File: src/rtl/retire_trace_pkg.sv
// Shared types and default widths for the retirement trace transmitter and its consumers.
// Latency: n/a (types and constants only).
// Backpressure: n/a.
package retire_trace_pkg;

   localparam int DEF_XLEN  = 16;
   localparam int DEF_ILEN  = 32;
   localparam int DEF_RA_W  = 3;
   localparam int DEF_SEQ_W = 16;
   localparam int DEF_DEPTH = 8;

   // Field order matches the bit order of tr_rec_o, seq in the MSBs.
   typedef struct packed {
      logic [DEF_SEQ_W-1:0] seq;
      logic [DEF_XLEN-1:0]  pc;
      logic [DEF_ILEN-1:0]  instr;
      logic                 rd_we;
      logic [DEF_RA_W-1:0]  rd;
      logic [DEF_XLEN-1:0]  rd_data;
      logic                 mem_we;
      logic [DEF_XLEN-1:0]  mem_addr;
      logic [DEF_XLEN-1:0]  mem_data;
   } retire_rec_t;

   localparam int REC_W = $bits(retire_rec_t);

   typedef enum logic [1:0] {
      RUN   = 2'd0,
      DRAIN = 2'd1,
      DONE  = 2'd2
   } trace_state_e;

   // Record width for an arbitrary parameter set.
   function automatic int rec_width(input int xlen, input int ilen, input int ra_w, input int seq_w);
      return seq_w + 4 * xlen + ilen + ra_w + 2;
   endfunction

endpackage

File: src/rtl/retire_trace_fifo.sv
// Generic first-word-fall-through FIFO; head entry reads as zero while empty.
// Latency: a push into an empty FIFO is visible on o_pop_dat the next cycle.
// Backpressure: o_push_rdy drops when full unless a pop happens in the same cycle.
module retire_trace_fifo #(
   parameter int WIDTH = 8,
   parameter int DEPTH = 8
) (
   input  logic                   clk,
   input  logic                   rst_n,
   input  logic                   i_push_vld,
   input  logic [WIDTH-1:0]       i_push_dat,
   output logic                   o_push_rdy,
   input  logic                   i_pop_rdy,
   output logic                   o_pop_vld,
   output logic [WIDTH-1:0]       o_pop_dat,
   output logic [$clog2(DEPTH):0] o_level
);

   localparam int AW = $clog2(DEPTH);
   localparam logic [AW:0] FULL_LVL = (AW+1)'(DEPTH);

   logic [WIDTH-1:0] r_mem [DEPTH];
   logic [AW-1:0]    r_wr_ptr;
   logic [AW-1:0]    r_rd_ptr;
   logic [AW:0]      r_level;
   logic             w_push;
   logic             w_pop;

   // Full/empty come from the occupancy count; pointers wrap naturally at DEPTH.
   assign o_pop_vld  = (r_level != '0);
   assign w_pop      = o_pop_vld && i_pop_rdy;
   assign o_push_rdy = (r_level != FULL_LVL) || w_pop;
   assign w_push     = i_push_vld && o_push_rdy;
   assign o_pop_dat  = o_pop_vld ? r_mem[r_rd_ptr] : '0;
   assign o_level    = r_level;

   // Storage array; contents are don't-care until written, masked by o_pop_vld.
   always_ff @(posedge clk) begin
      if (w_push) begin
         r_mem[r_wr_ptr] <= i_push_dat;
      end
   end

   // Pointer and occupancy bookkeeping; simultaneous push and pop leaves level unchanged.
   always_ff @(posedge clk or negedge rst_n) begin
      if (!rst_n) begin
         r_wr_ptr <= '0;
         r_rd_ptr <= '0;
         r_level  <= '0;
      end else begin
         if (w_push) r_wr_ptr <= r_wr_ptr + AW'(1);
         if (w_pop)  r_rd_ptr <= r_rd_ptr + AW'(1);
         case ({w_push, w_pop})
            2'b10:   r_level <= r_level + (AW+1)'(1);
            2'b01:   r_level <= r_level - (AW+1)'(1);
            default: r_level <= r_level;
         endcase
      end
   end

endmodule

File: src/rtl/retire_trace_tx.sv
// Captures writeback retirements with a sequence number and streams them out of a FWFT FIFO.
// Latency: record on tr_rec_o one cycle after a push into an empty FIFO.
// Backpressure: stall_o at DEPTH-1 entries or while draining; full-FIFO pushes are dropped and counted.
// Optional: define RETIRE_TRACE_PARITY_EN to store and emit an even-parity bit per record.
module retire_trace_tx
   import retire_trace_pkg::*;
#(
   parameter int XLEN  = DEF_XLEN,
   parameter int ILEN  = DEF_ILEN,
   parameter int RA_W  = DEF_RA_W,
   parameter int DEPTH = DEF_DEPTH,
   parameter int SEQ_W = DEF_SEQ_W
) (
   input  logic                                 clk,
   input  logic                                 rst_n,
   input  logic                                 ret_valid_i,
   input  logic [XLEN-1:0]                      ret_pc_i,
   input  logic [ILEN-1:0]                      ret_instr_i,
   input  logic                                 ret_rd_we_i,
   input  logic [RA_W-1:0]                      ret_rd_i,
   input  logic [XLEN-1:0]                      ret_rd_data_i,
   input  logic                                 ret_mem_we_i,
   input  logic [XLEN-1:0]                      ret_mem_addr_i,
   input  logic [XLEN-1:0]                      ret_mem_data_i,
   input  logic                                 flush_i,
   output logic                                 stall_o,
   output logic                                 tr_valid_o,
   input  logic                                 tr_ready_i,
   output logic [SEQ_W+4*XLEN+ILEN+RA_W+1:0]    tr_rec_o,
   output logic                                 tr_parity_o,
   output logic [$clog2(DEPTH):0]               level_o,
   output logic                                 overflow_o,
   output logic [7:0]                           drop_cnt_o,
   output logic                                 drain_done_o
);

   localparam int REC_W_L = rec_width(XLEN, ILEN, RA_W, SEQ_W);
   localparam int LVL_W   = $clog2(DEPTH) + 1;
   localparam logic [LVL_W-1:0] STALL_LVL = LVL_W'(DEPTH - 1);
`ifdef RETIRE_TRACE_PARITY_EN
   localparam int ENT_W = REC_W_L + 1;
`else
   localparam int ENT_W = REC_W_L;
`endif

   trace_state_e       r_state;
   trace_state_e       w_state_nxt;
   logic [SEQ_W-1:0]   r_seq;
   logic               r_overflow;
   logic [7:0]         r_drop_cnt;
   logic [REC_W_L-1:0] w_rec_in;
   logic [ENT_W-1:0]   w_ent_in;
   logic [ENT_W-1:0]   w_ent_out;
   logic               w_push_req;
   logic               w_push_rdy;
   logic               w_push_ok;
   logic               w_drop;
   logic [LVL_W-1:0]   w_level;

   // Record is stamped with the current sequence number at capture time.
   assign w_rec_in = {r_seq, ret_pc_i, ret_instr_i, ret_rd_we_i, ret_rd_i, ret_rd_data_i,
                      ret_mem_we_i, ret_mem_addr_i, ret_mem_data_i};

`ifdef RETIRE_TRACE_PARITY_EN
   assign w_ent_in    = {^w_rec_in, w_rec_in};
   assign tr_rec_o    = w_ent_out[REC_W_L-1:0];
   assign tr_parity_o = w_ent_out[REC_W_L];
`else
   assign w_ent_in    = w_rec_in;
   assign tr_rec_o    = w_ent_out;
   assign tr_parity_o = 1'b0;
`endif

   // Retirements are only captured while running; drain/done silently ignore them.
   assign w_push_req = ret_valid_i && (r_state == RUN);
   assign w_push_ok  = w_push_req && w_push_rdy;
   assign w_drop     = w_push_req && !w_push_rdy;
   assign level_o    = w_level;
   assign overflow_o = r_overflow;
   assign drop_cnt_o = r_drop_cnt;

   retire_trace_fifo #(
      .WIDTH (ENT_W),
      .DEPTH (DEPTH)
   ) u_fifo (
      .clk        (clk),
      .rst_n      (rst_n),
      .i_push_vld (w_push_req),
      .i_push_dat (w_ent_in),
      .o_push_rdy (w_push_rdy),
      .i_pop_rdy  (tr_ready_i),
      .o_pop_vld  (tr_valid_o),
      .o_pop_dat  (w_ent_out),
      .o_level    (w_level)
   );

   // Sequence advances only on accepted pushes; drops set the sticky flag and a saturating count.
   always_ff @(posedge clk or negedge rst_n) begin
      if (!rst_n) begin
         r_seq      <= '0;
         r_overflow <= 1'b0;
         r_drop_cnt <= '0;
      end else begin
         if (w_push_ok) r_seq <= r_seq + SEQ_W'(1);
         if (w_drop) begin
            r_overflow <= 1'b1;
            if (r_drop_cnt != 8'hFF) r_drop_cnt <= r_drop_cnt + 8'd1;
         end
      end
   end

   // FSM state register.
   always_ff @(posedge clk or negedge rst_n) begin
      if (!rst_n) r_state <= RUN;
      else        r_state <= w_state_nxt;
   end

   // Next state: flush starts a drain, empty FIFO completes it, flush release resumes.
   always_comb begin
      w_state_nxt = r_state;
      case (r_state)
         RUN:     if (flush_i)          w_state_nxt = DRAIN;
         DRAIN:   if (w_level == '0)    w_state_nxt = DONE;
         DONE:    if (!flush_i)         w_state_nxt = RUN;
         default:                       w_state_nxt = RUN;
      endcase
   end

   // Outputs: stall one entry early in RUN so a compliant core never overflows; drain_done marks the DRAIN->DONE cycle.
   always_comb begin
      stall_o      = 1'b1;
      drain_done_o = 1'b0;
      case (r_state)
         RUN:     stall_o      = (w_level >= STALL_LVL);
         DRAIN:   drain_done_o = (w_level == '0);
         default: stall_o      = 1'b1;
      endcase
   end

endmodule

File: config.mk
export PLATFORM = sky130hd
export DESIGN_NAME = retire_trace_tx
export DESIGN_NICKNAME = d
export VERILOG_FILES = /design/src/rtl/retire_trace_pkg.sv /design/src/rtl/retire_trace_fifo.sv /design/src/rtl/retire_trace_tx.sv
export SDC_FILE = /design/constraint.sdc
export NUM_CORES = 1
export LEC_CHECK = 0
export BUFFER_PORTS_ARGS = -buffer_cell sky130_fd_sc_hd__buf_2
export CELL_PAD_IN_SITES_DETAIL_PLACEMENT = 0
export CELL_PAD_IN_SITES_GLOBAL_PLACEMENT = 1
export CORE_UTILIZATION = 35
export DETAILED_ROUTE_END_ITERATION = 7
export PLACE_DENSITY_LB_ADDON = 0.1
export SETUP_SLACK_MARGIN = 0.5
export SLEW_MARGIN = 10
export SYNTH_ARGS = -nofsm -noshare
export SYNTH_HDL_FRONTEND = slang
export SYNTH_SLANG_ARGS = --single-unit
File: constraint.sdc
create_clock -name clk -period 16.05 [get_ports clk]
set_clock_uncertainty 0.1 [all_clocks]
set_input_delay 0.8025 -clock clk [delete_from_list [all_inputs] [get_ports clk]]
set_output_delay 0.8025 -clock clk [all_outputs]
set_load 0.01 [all_outputs]
==> run summary <==
synthesized cell area: 37200 sq um
Power Internal: 5.43 mW
Synth warnings: 0
H-Tree Depth: 3
Synth Area in Adders: 0.236%
Wirelength per Cell: 24.9 microns
Initial DRC Count: 1021
Crit Path Max Fanout: 57
Logic pwr share: 26.9%
post-synth top area cell: edfxtp_1
Crit. Startpoint: u_fifo.r_rd_ptr[1]$_DFFE_PN0P_
register share of total power: 40.0%
WS Path Type: flip-flop to output pin
CP max-delay cell: buf_4
RSZ-0062 raised after global routing: no
fin. max-slew vios: 0
Synth Area in Compound Gates: 0.162%
global route overflow: 0
synth top area cells: edfxtp_1, mux4_2, mux2i_1, dfrtp_1, nor2_1
largest net degree at the start of global routing: 107
Hold WC Path Type: input port to asynchronous set/reset pin
Die Area: 107000 sq um
TritonCTS buffer count: 107
clock tree from TritonCTS: built
status: finished clean
Synth Area in XOR/XNOR: 0.731%
vias in the first global route: 19100
VDD IR-drop max: 0.136 mV
Clock Sinks: 973
Slew @ Worst Pin: 1.03 ns
Critical R2R Launch: r_state[1]$_DFFE_PN0P_
PortBufs: 238
number of distinct library cells after synthesis: 39
Total GRT Usage: 16.1%
placed cell count: 3231
P per Cell Area: 175 nW/um^2
Max stage delay on crit path: 0.87 ns
Layout area overhead: 17.9%
most frequent cell after synthesis: edfxtp_1
count of final setup violators: 0
Max Buffers Root-to-Sink: 3
Slew headroom: 31.2%
Final Instance Area: 43800 sq um
CP endpoint kind: output pin
critical path required time: 15.15 ns
post-CTS setup buffer count: 0
Filler cells: 9277
global-route wire length before repair: 127000 microns
Die Span X: 328 microns
I/O pin count: 240
total power: 7.68 mW
commonest cells in the netlist: edfxtp_1, mux4_2, nor2_1, mux2i_1, dfrtp_1
flop2flop setup slack: 12.35 ns
Final GP Congestion: 0.673
asr flop ratio synth: 3.80%
Vias/cell: 5.03
nets@finish: 2062
later-pin clock latency in the skew report: 0.67 ns
post-CTS sizing: 0
cell count after synthesis: 1652
DR DRC count: 0
Post-Route WL: 85300 microns
highest clock rate: 0.177 GHz
DR pass1 iterations: 5
worst setup path end: tr_rec_o[67]
# rows: 119
via count: 17300
Mapped Nets: 1765
initial core utilization: 35.3%
proportion of layout cells with a drive suffix above 1: 33.4%
leakage: 14.6 nW
RR Endpoint: u_fifo.r_mem[4][61]$_DFFE_PP_
number of synthesized register bits: 973
worst path cell trace: buf_4, buf_4, buf_4, mux4_2, mux2i_1, nor2_1, buf_2
Post-DRT Antenna Nets: 0
post-synthesis simple-gate area fraction: 2.31%
nature of the critical path startpoint: flip-flop
dpl cell area: 40100 sq um
Final Cycle Share: 35.1%
antenna violations before repair: 17
setup TNS: 0 ns
hpwl dp: 43300 microns
post-synthesis sequential area ratio: 78.1%
Die H: 328 microns
Worst-path clk slew: 0.06 ns
Clock Power Share: 33.1%
MaxCap Viol Count: 0
min cycle time layout: 5.64 ns
Sw Pwr: 2.25 mW
WP buf/inv: 4
largest delay contributor family on the critical path: buffers and inverters
arrival time worst endpoint: 4.74 ns
switching share of total power: 29.3%
Hold Buf Count CTS: 0
final hold viol count: 0
core area: 105000 sq um
Post-synth top flop: edfxtp_1
Avg Inst Size Synth: 22.5 sq um
most used cell, CP: buf_4
post-route insts no fill: 3431
clock root cell: clkbuf_16
Worst R2R Path Depth: 6
Crit. path cell count: 7
largest family of logic cells by synthesized area: multiplexers
Yosys top cell area share: 75.7%
multiplexer area fraction after synthesis: 17.4%
Post-synth EDFFs: 936
[sequential cells by signal (all words and copies together), names as in the netlist]
name,count
u_fifo.r_rd_ptr,3
drop_cnt_o,8
r_seq,16
u_fifo.r_mem,936
r_state,2
overflow_o,1
u_fifo.o_level,4
u_fifo.r_wr_ptr,3
[metal layers]
metal  up-vias  share of wire [%]  routed length, microns  track usage, %
li1       7459                  -                       -               -
met1      9306                 45                   38200            21.7
met2       349                 49                   41800            26.7
met3       121                4.4                    3720            3.05
met4        16                1.7                    1490            4.11
met5         -               0.14                     119               0
[metrics by stage]
step / util, % / hold WS [ns] / setup WS (ns)
2_1_floorplan: - / 0.380 / 1.57
3_3_place_gp: 38.1 / 0.352 / 10.83
3_5_place_dp: 38.1 / 0.353 / 10.85
4_1_cts: 41.6 / 0.145 / 10.08
5_1_grt: 41.6 / 0.202 / 9.96
6_report: 41.6 / 0.162 / 10.41
[cells by family after synthesis]
family / Yosys count
XOR/XNOR: 31
other: 1
flip-flops: 973
multiplexers: 354
AND/OR/NAND/NOR: 191
AO/OA/AOI/OAI: 9
adder cells (fa/ha/maj): 7
buffers and inverters: 86
[worst min-delay path by stage]
stage,to,slack [ns],start,depth (start not counted)
after floorplan,r_state[0]$_DFFE_PN0P_,0.38,r_state[1]$_DFFE_PN0P_,1
after global placement,overflow_o$_DFFE_PN0P_,0.35,overflow_o$_DFFE_PN0P_,1
after detailed placement,overflow_o$_DFFE_PN0P_,0.35,overflow_o$_DFFE_PN0P_,1
after CTS,overflow_o$_DFFE_PN0P_,0.14,rst_n,1
after global routing,overflow_o$_DFFE_PN0P_,0.20,rst_n,1
final,overflow_o$_DFFE_PN0P_,0.16,rst_n,1
[final cells by class]
cell class,instances,area (sq um),share of cell area (%)
Clock inverter,69,845,1.93
Inverter,5,18.8,0.0429
Sequential cell,973,29000,66.3
Clock buffer,128,2820,6.44
Tap cell,1391,1740,3.98
Multi-Input combinational cell,593,7810,17.8
Antenna cell,3,7.51,0.0171
Timing Repair Buffer,269,1500,3.42
[power by group through the flow]
stage / sequential [mW] / clock (mW) / combinational, mW
after global routing: 3.10 / 2.71 / 2.26
after detailed placement: 3.13 / 0 / 2.15
final: 3.07 / 2.54 / 2.06
after global placement: 3.13 / 0 / 2.15
after floorplan: 3.06 / 0 / 1.44
after CTS: 3.08 / 2.62 / 2.15
[cells in the final DEF (no fill, tap or decap), types with 2 or more instances in the layout]
cell / Yosys / layout
a21oi_1: 3 / 3
and3_1: 3 / 3
buf_12: 0 / 6
buf_2: 29 / 238
buf_4: 1 / 25
bufinv_16: 0 / 19
clkbuf_1: 36 / 18
clkbuf_16: 0 / 110
clkinv_1: 0 / 22
clkinv_2: 0 / 19
clkinv_4: 0 / 2
dfrtp_1: 37 / 34
dfrtp_4: 0 / 3
diode_2: 0 / 3
edfxtp_1: 936 / 936
ha_1: 7 / 7
inv_1: 2 / 2
inv_2: 3 / 3
inv_6: 0 / 4
mux2_1: 2 / 2
mux2i_1: 117 / 117
mux4_2: 234 / 234
nand2_1: 18 / 18
nand2b_1: 4 / 4
nand3_1: 8 / 8
nand3b_1: 2 / 2
nand4_1: 3 / 3
nor2_1: 128 / 126
nor2_4: 0 / 2
nor3_1: 7 / 5
nor3_2: 0 / 2
nor3b_1: 4 / 2
nor3b_2: 1 / 3
nor4_1: 5 / 4
nor4_2: 3 / 4
nor4b_2: 0 / 2
xnor2_1: 11 / 11
xor2_1: 20 / 20
[worst reg2reg max path, stage by stage, from the launching register on]
cell	delay [ns]
dfrtp_1	0.43
nor3b_1	0.62
o21a_1	0.38
inv_2	0.19
nor4b_2	0.29
buf_4	0.53
buf_4	0.72
(Power assumes the default switching activity.)
